File: config.mk
export PLATFORM = sky130hd
export DESIGN_NAME = alu_flag_cond_unit
export DESIGN_NICKNAME = d
export VERILOG_FILES = /design/src/rtl/alu_flag_pkg.sv /design/src/rtl/alu_cond_eval.sv /design/src/rtl/alu_flag_cond_unit.sv
export SDC_FILE = /design/constraint.sdc
export NUM_CORES = 1
export LEC_CHECK = 0
export CORE_AREA = 2 2 79 51
export DETAILED_ROUTE_END_ITERATION = 7
export DIE_AREA = 0 0 81 53
export DONT_BUFFER_PORTS = 1
export GPL_ROUTABILITY_DRIVEN = 0
export SLEW_MARGIN = 5
export SYNTH_ARGS = -nofsm -noshare
export SYNTH_HDL_FRONTEND = slang
export SYNTH_SLANG_ARGS = --single-unit
File: constraint.sdc
create_clock -name clk -period 2.67 [get_ports clk]
set_input_delay 0.4005 -clock clk [delete_from_list [all_inputs] [get_ports clk]]
set_output_delay 0.4005 -clock clk [all_outputs]
set_load 0.01 [all_outputs]
File: src/rtl/alu_flag_pkg.sv
`default_nettype none
// ============================================================================
//  Module      : alu_flag_pkg
//  Description : Shared types for the ALU flag consumer: condition-code
//                encoding, flag bundle layout, query FSM states and the
//                default depth of the pending-update tracker.
//  Revision    : 1.0 - initial release
// ============================================================================
package alu_flag_pkg;

    // Default number of flag-setting ALU ops that may be in flight at once.
    localparam int c_MAX_PEND = 4;

    // Architectural flag bundle, packed MSB-first as {c,z,s,o}.
    typedef struct packed {
        logic c;
        logic z;
        logic s;
        logic o;
    } flags_t;

    // Branch condition selector.
    typedef enum logic [3:0] {
        COND_EQ = 4'h0,
        COND_NE = 4'h1,
        COND_CS = 4'h2,
        COND_CC = 4'h3,
        COND_MI = 4'h4,
        COND_PL = 4'h5,
        COND_VS = 4'h6,
        COND_VC = 4'h7,
        COND_HI = 4'h8,
        COND_LS = 4'h9,
        COND_GE = 4'hA,
        COND_LT = 4'hB,
        COND_GT = 4'hC,
        COND_LE = 4'hD,
        COND_AL = 4'hE,
        COND_NV = 4'hF
    } cond_e;

    // Query handshake FSM.
    typedef enum logic [1:0] {
        IDLE = 2'd0,
        WAIT = 2'd1,
        RESP = 2'd2
    } state_e;

endpackage : alu_flag_pkg
`default_nettype wire

File: src/rtl/alu_cond_eval.sv
`default_nettype none
// ============================================================================
//  Module      : alu_cond_eval
//  Description : Purely combinational branch-condition evaluator. Maps a
//                condition code and a flag bundle to a taken/not-taken bit.
//  Revision    : 1.0 - initial release
// ============================================================================
module alu_cond_eval
    import alu_flag_pkg::*;
(
    input  flags_t flags,
    input  cond_e  code,
    output logic   taken
);

    // Signed comparisons reduce to whether sign agrees with overflow.
    logic w_s_eq_o;
    assign w_s_eq_o = (flags.s == flags.o);

    // Condition table lookup.
    always_comb begin
        taken = 1'b0;
        case (code)
            COND_EQ: taken = flags.z;
            COND_NE: taken = ~flags.z;
            COND_CS: taken = flags.c;
            COND_CC: taken = ~flags.c;
            COND_MI: taken = flags.s;
            COND_PL: taken = ~flags.s;
            COND_VS: taken = flags.o;
            COND_VC: taken = ~flags.o;
            COND_HI: taken = flags.c & ~flags.z;
            COND_LS: taken = ~flags.c | flags.z;
            COND_GE: taken = w_s_eq_o;
            COND_LT: taken = ~w_s_eq_o;
            COND_GT: taken = ~flags.z & w_s_eq_o;
            COND_LE: taken = flags.z | ~w_s_eq_o;
            COND_AL: taken = 1'b1;
            COND_NV: taken = 1'b0;
            default: taken = 1'b0;
        endcase
    end

endmodule : alu_cond_eval
`default_nettype wire

File: src/rtl/alu_flag_cond_unit.sv
`default_nettype none
// ============================================================================
//  Module      : alu_flag_cond_unit
//  Description : Consumer end of the ALU flag interface. Holds the
//                architectural {c,z,s,o} register and a sticky overflow bit,
//                tracks flag-setting ops still in flight, and answers branch
//                condition queries over a valid/ready handshake without ever
//                evaluating against flags that are about to be overwritten.
//  Revision    : 1.0 - initial release
// ============================================================================
module alu_flag_cond_unit
    import alu_flag_pkg::*;
#(
    parameter int MAX_PEND = c_MAX_PEND,
    parameter int CNT_W    = $clog2(MAX_PEND + 1)
) (
    input  logic             clk,
    input  logic             rst,
    input  logic             pend_inc,
    input  logic             flag_valid,
    input  logic             c_flag,
    input  logic             z_flag,
    input  logic             s_flag,
    input  logic             o_flag,
    input  logic             clr_sticky,
    input  logic             cond_valid,
    input  logic [3:0]       cond_code,
    output logic             cond_ready,
    output logic             resp_valid,
    output logic             resp_taken,
    output logic [3:0]       flags_q,
    output logic             so_sticky,
    output logic [CNT_W-1:0] pend_cnt,
    output logic             pend_full,
    output logic             err_ovf,
    output logic             err_unf
);

    localparam logic [CNT_W-1:0] c_CNT_MAX = CNT_W'(MAX_PEND);
    localparam logic [CNT_W-1:0] c_CNT_ONE = CNT_W'(1);

    // ------------------------------------------------------------------------
    // Registered state
    // ------------------------------------------------------------------------
    state_e           r_state;
    flags_t           r_flags;
    logic             r_so_sticky;
    logic [CNT_W-1:0] r_cnt;
    logic             r_err_ovf;
    logic             r_err_unf;
    cond_e            r_code;
    logic             r_taken;

    // ------------------------------------------------------------------------
    // Combinational signals
    // ------------------------------------------------------------------------
    flags_t           w_in_flags;
    flags_t           w_fwd;
    logic [CNT_W-1:0] w_cnt_nxt;
    logic             w_set_ovf;
    logic             w_set_unf;
    logic             w_eff_zero;
    state_e           w_state_nxt;
    cond_e            w_eval_code;
    logic             w_eval_taken;
    logic             w_load_taken;
    logic             w_capture;

    // Bundle the incoming flags and forward them past the register when a
    // result lands in the same cycle, so a query sees the freshest values.
    always_comb begin
        w_in_flags.c = c_flag;
        w_in_flags.z = z_flag;
        w_in_flags.s = s_flag;
        w_in_flags.o = o_flag;
        w_fwd        = flag_valid ? w_in_flags : r_flags;
    end

    // Pending-op counter next value, saturating at both ends and flagging
    // protocol errors instead of wrapping.
    always_comb begin
        w_cnt_nxt = r_cnt;
        w_set_ovf = 1'b0;
        w_set_unf = 1'b0;
        case ({pend_inc, flag_valid})
            2'b10: begin
                if (r_cnt == c_CNT_MAX) begin
                    w_set_ovf = 1'b1;
                end else begin
                    w_cnt_nxt = r_cnt + c_CNT_ONE;
                end
            end
            2'b01: begin
                if (r_cnt == '0) begin
                    w_set_unf = 1'b1;
                end else begin
                    w_cnt_nxt = r_cnt - c_CNT_ONE;
                end
            end
            default: w_cnt_nxt = r_cnt;
        endcase
    end

    // A query may only be evaluated once nothing older is still in flight.
    // A pend_inc arriving alongside the query counts as older, which falls
    // out naturally from looking at the post-update count. An underflowing
    // flag_valid still delivers fresh flags, so it is treated as settled.
    assign w_eff_zero = (w_cnt_nxt == '0);

    // Single evaluator: IDLE looks at the live code, WAIT at the captured one.
    alu_cond_eval u_cond_eval (
        .flags (w_fwd),
        .code  (w_eval_code),
        .taken (w_eval_taken)
    );

    // Query FSM state register.
    always_ff @(posedge clk) begin
        if (rst) begin
            r_state <= IDLE;
        end else begin
            r_state <= w_state_nxt;
        end
    end

    // Query FSM next-state and datapath control.
    always_comb begin
        w_state_nxt  = r_state;
        w_eval_code  = r_code;
        w_load_taken = 1'b0;
        w_capture    = 1'b0;
        case (r_state)
            IDLE: begin
                w_eval_code = cond_e'(cond_code);
                if (cond_valid) begin
                    if (w_eff_zero) begin
                        w_load_taken = 1'b1;
                        w_state_nxt  = RESP;
                    end else begin
                        w_capture    = 1'b1;
                        w_state_nxt  = WAIT;
                    end
                end
            end
            WAIT: begin
                if (w_eff_zero) begin
                    w_load_taken = 1'b1;
                    w_state_nxt  = RESP;
                end
            end
            RESP: begin
                w_state_nxt = IDLE;
            end
            default: begin
                w_state_nxt = IDLE;
            end
        endcase
    end

    // Flag register, sticky overflow, pending counter, error bits and the
    // query datapath registers.
    always_ff @(posedge clk) begin
        if (rst) begin
            r_flags     <= '0;
            r_so_sticky <= 1'b0;
            r_cnt       <= '0;
            r_err_ovf   <= 1'b0;
            r_err_unf   <= 1'b0;
            r_code      <= COND_EQ;
            r_taken     <= 1'b0;
        end else begin
            if (flag_valid) begin
                r_flags <= w_in_flags;
            end
            // A new overflow beats a simultaneous clear so no event is lost.
            if (flag_valid && o_flag) begin
                r_so_sticky <= 1'b1;
            end else if (clr_sticky) begin
                r_so_sticky <= 1'b0;
            end
            r_cnt <= w_cnt_nxt;
            if (w_set_ovf) begin
                r_err_ovf <= 1'b1;
            end
            if (w_set_unf) begin
                r_err_unf <= 1'b1;
            end
            if (w_capture) begin
                r_code <= cond_e'(cond_code);
            end
            if (w_load_taken) begin
                r_taken <= w_eval_taken;
            end
        end
    end

    // ------------------------------------------------------------------------
    // Outputs
    // ------------------------------------------------------------------------
    assign cond_ready = (r_state == IDLE);
    assign resp_valid = (r_state == RESP);
    assign resp_taken = r_taken;
    assign flags_q    = r_flags;
    assign so_sticky  = r_so_sticky;
    assign pend_cnt   = r_cnt;
    assign pend_full  = (r_cnt == c_CNT_MAX);
    assign err_ovf    = r_err_ovf;
    assign err_unf    = r_err_unf;

endmodule : alu_flag_cond_unit
`default_nettype wire
==> impl_metrics.ini, run 1 <==
[floorplan]
rows = 17
initial_core_util_pct = 34.09
die_y_um = 53
die_w_um = 81
core_um2 = 3531
dieArea_um2 = 4293
io_pins = 28

[clock_tree]
tritoncts = yes
path_clk_slew_ns = 0.06
cts_resized = 0
h-tree-depth = 1
cts_hold_buf = 0
clk_path_buf_depth = 2
cts_made_buffers = 3
post_cts_buffers = 0
cts_sinks = 17
insertion_delay_ns = 0.25
cts-root-buf = clkbuf_8

[setup_path]
r2r_start = r_state[1]$_SDFFE_PP0P_
reg2reg_depth = 7
crit_path_max_fanout = 12
path_class = register to register
cp-end-kind = register
start_kind = register
startpoint = r_state[1]$_SDFFE_PP0P_
r2r_end = resp_taken$_SDFFE_PP0P_
critPathArrivalTime_ns = 2.67
crit_required_ns = 2.82
r2r_slack_ns = 0.14

[timing]
hold_ws_ns = 0.2112
layout_setup_ws_ns = 0.1446
relSlewSlack_pct = 57.89
fin_skew_ns = 0.0009070
max_freq_ghz = 0.3960
tns_ns = 0
hold_violations = 0
setup_viol = 0
maxSlewViolCount = 0
final.period_utilization_pct = 94.59
worst-slew-pin-transition_ns = 0.6250
finalCriticalPeriod_ns = 2.525
rsz0062_at_grt = false

[place]
io_buffers = 0
place_ws_ns = 0.2435
dp_hpwl_um = 2319

[synth]
synth_edf_count = 0
ys_seq_area_share_pct = 28.27
syn_avg_cell_area_um2 = 8.537
syn_nets = 160
yosys_warnings = 0
synth_top_area_share_pct = 28.27
netlist_area_um2 = 1204
ys_types = 47
ys_seq_elements = 17
synth-main-ff-cell = dfxtp_1
yosysTopAreaCell = dfxtp_1
synthCells = 141
synthArstFlopShare_pct = 0
synth.top_cells.by_area = dfxtp_1, mux2i_1, ha_1, nor2_1, inv_1

[global_route]
grt_max_degree = 17
gr-total-overflow = 0
grt_use_total_pct = 14.32
grt_pass1_wl_um = 4581
antenna_found_initial = 0
grt_pass1_vias = 965

[cells_and_area]
final_common_cell = dfxtp_1
area_growth_pct = 5.925
drive_above_1_share_pct = 7.857
layout_common_cells = dfxtp_1, nor2_1, mux2i_1
antennaDiodeCount = 0
layout.nets = 160
ff_latch_area_um2 = 340.3
multiInputGateArea_um2 = 778.2
fin_util_pct = 36.11
fillers = 376

[detailed_routing]
drt-initial-drc-count = 56
dr.pass1.iters = 4
drc = 0
postRouteAntennaNets = 0
dr_total_vias = 1045
viasPerCell = 5.588
wire_per_inst_um = 15.70
wl_um = 2935

[pwr]
pwr-share-clk_pct = 30.8
p_total_uw = 627.7
switching_power_uw = 188.5
power_frac_seq_pct = 45.7
power_frac_comb_pct = 23.5
irDropWorstVdd_mv = 0.1777
switching_share_pct = 30.03
p_int_uw = 439.3
power_density_nw_per_um2 = 492.4
p_leak_uw = 0.0005268

[min_path]
hold_end = pend_cnt[1]$_SDFF_PP0_
holdPathStages = 1
hold_path.startpoint = rst
hold_path_class = primary input to register

[flow_run]
maxCapViolCount = 0

[outcome]
outcome = completed
worst max-delay path, cell delays in order (launching register included):
cell      delay (ns)
dfxtp_1         0.53
or2_1           0.38
inv_8           0.08
mux2i_1         0.35
mux2_4          0.34
o311ai_1        0.29
nand4b_1        0.19
a31o_1          0.25
metal layers:
layer  part of all wire (%)  track usage (%)  up-vias
met4                   0.44            2.542        0
met1                     50            19.42      487
met2                     38            20.80       41
met5                      0                0        -
li1                       -                -      515
met3                     12            6.655        2
final cells by class:
cell class                      count  area share (%)
Inverter                           10           3.533
Multi-Input combinational cell    108           61.04
Timing Repair Buffer                1          0.5888
Sequential cell                    17           26.69
Tap cell                           47           4.612
Clock buffer                        4           3.533
state kept, by name, summed over array words and instances (netlist names):
register	cells
err_unf	1
pend_cnt	3
flags_q	4
err_ovf	1
r_code	4
so_sticky	1
r_state	2
resp_taken	1
synth_stat cells, types with 2 or more instances:
library cell	number
dfxtp_1	17
nor2_1	15
mux2i_1	12
inv_1	9
a21oi_1	6
nand2_1	6
ha_1	5
nor2b_1	5
and2_1	4
nand2b_1	4
o21ai_0	4
mux2_2	3
nand3_1	3
nor3_1	3
a31oi_1	2
and4_1	2
buf_2	2
buf_6	2
clkbuf_1	2
o211ai_1	2
o21a_1	2
o221ai_1	2
o31ai_1	2
or3_1	2
or3b_1	2
xnor2_1	2
power by group through the flow:
stage          registers, µW  logic (µW)  clock network, µW
6_report                 287         148                193
3_3_place_gp             292         142                  0
5_1_grt                  289         163                212
3_5_place_dp             292         145                  0
4_1_cts                  286         146                201
2_1_floorplan            286         130                  0
metrics by stage:
stage | instance area, µm² | instances
2_1_floorplan | 1204 | 141
3_3_place_gp | 1230 | 183
3_5_place_dp | 1230 | 183
4_1_cts | 1275 | 187
5_1_grt | 1275 | 187
6_report | 1275 | 187
worst max path at each step:
stage                              endpoint  slack, ns  cells after the start
floorplan            r_code[0]$_SDFFE_PP0P_       0.44                      9
finish              resp_taken$_SDFFE_PP0P_       0.14                      7
global placement    resp_taken$_SDFFE_PP0P_       0.26                      7
detailed placement  resp_taken$_SDFFE_PP0P_       0.24                      7
global route         r_code[3]$_SDFFE_PP0P_       0.13                      8
CTS                 resp_taken$_SDFFE_PP0P_       0.21                      7
cells by family after synthesis:
logic type	Yosys count	share of synthesized area [%]
adders and majority gates	5	5.198
and+or+nand+nor	51	22.87
AOI/OAI and AO/OA	33	20.17
xor gates and xnor gates	2	1.456
buffers and inverters	16	7.068
DFF	17	28.27
muxes	17	14.97
Note: power is estimated with default switching activity, not from simulation.
==> run 2: changes to the inputs <==
Settings changed: CORE_AREA 2 2 79 51 to 2 2 77 49, DIE_AREA 0 0 81 53 to 0 0 79 51, SYNTH_HIERARCHICAL set to 1.
==> run 2 against run 1 <==
Compared with the run above: synthesized area shrank 6.2%; clock skew grew 0.0027 ns; hold slack gained 0.0030 ns; final area shrank 5.4%; setup slack gained 0.41 ns; critical path depth grew 3; largest cell class unchanged; largest power group unchanged.
==> impl_metrics.ini, run 2 <==
[outcome]
outcome = completed

[pwr]
p_leak_uw = 0.0004515
irDropWorstVdd_mv = 0.1376
power_density_nw_per_um2 = 515.5
pwr-share-clk_pct = 30.6
power_frac_comb_pct = 23.3
power_frac_seq_pct = 46.1
p_int_uw = 439.1
switching_share_pct = 29.38
switching_power_uw = 182.6

[setup_path]
path_class = register to register
critPathArrivalTime_ns = 2.30
crit_path_max_fanout = 8
crit_required_ns = 2.85
start_kind = register
cp-end-kind = register

[clock_tree]
insertion_delay_ns = 0.25
cts_resized = 0
cts_made_buffers = 3
path_clk_slew_ns = 0.07
post_cts_buffers = 0
cts_hold_buf = 0
tritoncts = yes
cts_sinks = 17
cts-root-buf = clkbuf_8
h-tree-depth = 1
clk_path_buf_depth = 2

[place]
dpl.cell_count = 173
dp_hpwl_um = 2043
dpl_cell_area_um2 = 1161
io_buffers = 0

[timing]
setup_viol = 0
finalCriticalPeriod_ns = 2.120
worst-slew-pin-transition_ns = 0.5376
rsz0062_at_grt = false
relSlewSlack_pct = 64.15
maxSlewViolCount = 0
tns_ns = 0
final.period_utilization_pct = 79.40
max_freq_ghz = 0.4717
hold_violations = 0
fin_skew_ns = 0.003626

[synth]
yosysTopAreaCell = dfxtp_1
synth-main-ff-cell = dfxtp_1
synthArstFlopShare_pct = 0
synthCells = 130
synth_top_area_share_pct = 30.16
synth_fa_ha_area_share_pct = 5.543
synth.top_cells.by_area = dfxtp_1, mux2_2, ha_1, and2_1, a32oi_1
ys_seq_area_share_pct = 30.16
syn_avg_cell_area_um2 = 8.681
muxShareOfSynthArea_pct = 10.64
synth_top_family_by_area = simple AND/OR/NAND/NOR gates
synth_edf_count = 0
yosysMostFrequentCell = dfxtp_1
synth_xor_area_share_pct = 3.104
netlist_area_um2 = 1129
ys_seq_elements = 17
yosys_warnings = 6
synth_compound_area_share_pct = 21.29
syn_nets = 149
synthSimpleGateAreaFrac_pct = 22.95
ys_types = 41
synth_commonest_cells = dfxtp_1, nand2_1, inv_1

[cells_and_area]
drive_above_1_share_pct = 13.08
layout_common_cells = dfxtp_1, nand2_1, inv_1
area_growth_pct = 6.874
final_cells = 177
final_common_cell = dfxtp_1
layout.nets = 150
design_area_um2 = 1206
antennaDiodeCount = 0

[floorplan]
core_um2 = 3446
die_w_um = 79
die_y_um = 51
initial_core_util_pct = 32.75
dieArea_um2 = 4029
io_pins = 28
rows = 17

[detailed_routing]
viasPerCell = 5.418
postRouteAntennaNets = 0
dr.pass1.iters = 4
drc = 0
drt-initial-drc-count = 60
dr_total_vias = 959
wl_um = 2666
wire_per_inst_um = 15.06

[global_route]
gr-total-overflow = 0
antenna_found_initial = 0
grt_pass1_vias = 857
grt_pass1_wl_um = 4278
grt_use_total_pct = 13.99
grt_max_degree = 17

[min_path]
hold_path_class = primary input to register

[flow_run]
maxCapViolCount = 0
run 2: worst paths after layout:
kind	startpoint	endpoint	slack (ns)	depth (start not counted)
setup / recovery	r_state[1]$_SDFFE_PP0P_	resp_taken$_SDFFE_PP0P_	0.55	10
hold / removal	rst	so_sticky$_SDFFE_PP0P_	0.21	1
setup reg to reg	r_state[1]$_SDFFE_PP0P_	resp_taken$_SDFFE_PP0P_	0.55	10
hold reg to reg	r_code[1]$_SDFFE_PP0P_	r_code[1]$_SDFFE_PP0P_	0.50	2
run 2: worst max-delay path: stages, from the launching register on:
cell and delay (ns):
dfxtp_1 0.32, nor2_1 0.10, buf_4 0.17, mux2_2 0.45, nor2_1 0.17, a211oi_1 0.09, a2111oi_1 0.35, a311oi_1 0.08
o22ai_1 0.12, nand2_1 0.06, mux2i_1 0.13
run 2: power by group through the flow:
stage,clock network [µW],registers [µW],logic [µW]
after floorplan,0,289,123
after global placement,0,292,139
after detailed placement,0,292,144
after CTS,196,287,145
after global routing,205,289,162
final,190,286,145
run 2: metal layers:
layer / GRT usage, % / part of all wire [%]
met1: 19.42 / 51
met2: 19.21 / 38
met3: 7.244 / 11
met4: 2.586 / 0.41
met5: 0 / 0
run 2: cell families after synthesis:
kind of cell | Yosys count
multiplexers | 11
flip-flops | 17
AO/OA/AOI/OAI | 34
XOR/XNOR | 4
AND/OR/NAND/NOR | 45
buffers and inverters | 14
adder cells (fa/ha/maj) | 5
run 2: layout make-up:
class / count / area [µm²]
timing repair buffer: 2 / 15.01
multi-input combinational: 99 / 716.9
fill: 371 / 2240
sequential: 17 / 340.3
clock buffer: 4 / 45.04
inverter: 8 / 30.03
tap: 47 / 58.81
run 2: metrics by stage:
stage | power (µW) | util, % | setup slack (ns) | hold WS (ns)
global route | 656.0 | 35.00 | 0.3829 | 0.2031
finish | 621.7 | 35.00 | 0.5501 | 0.2142
global placement | 430.4 | 33.70 | 0.6187 | 0.4738
CTS | 627.9 | 35.00 | 0.5492 | 0.2076
floorplan | 411.3 | - | 0.5157 | 0.4683
detailed placement | 436.3 | 33.70 | 0.5502 | 0.4752
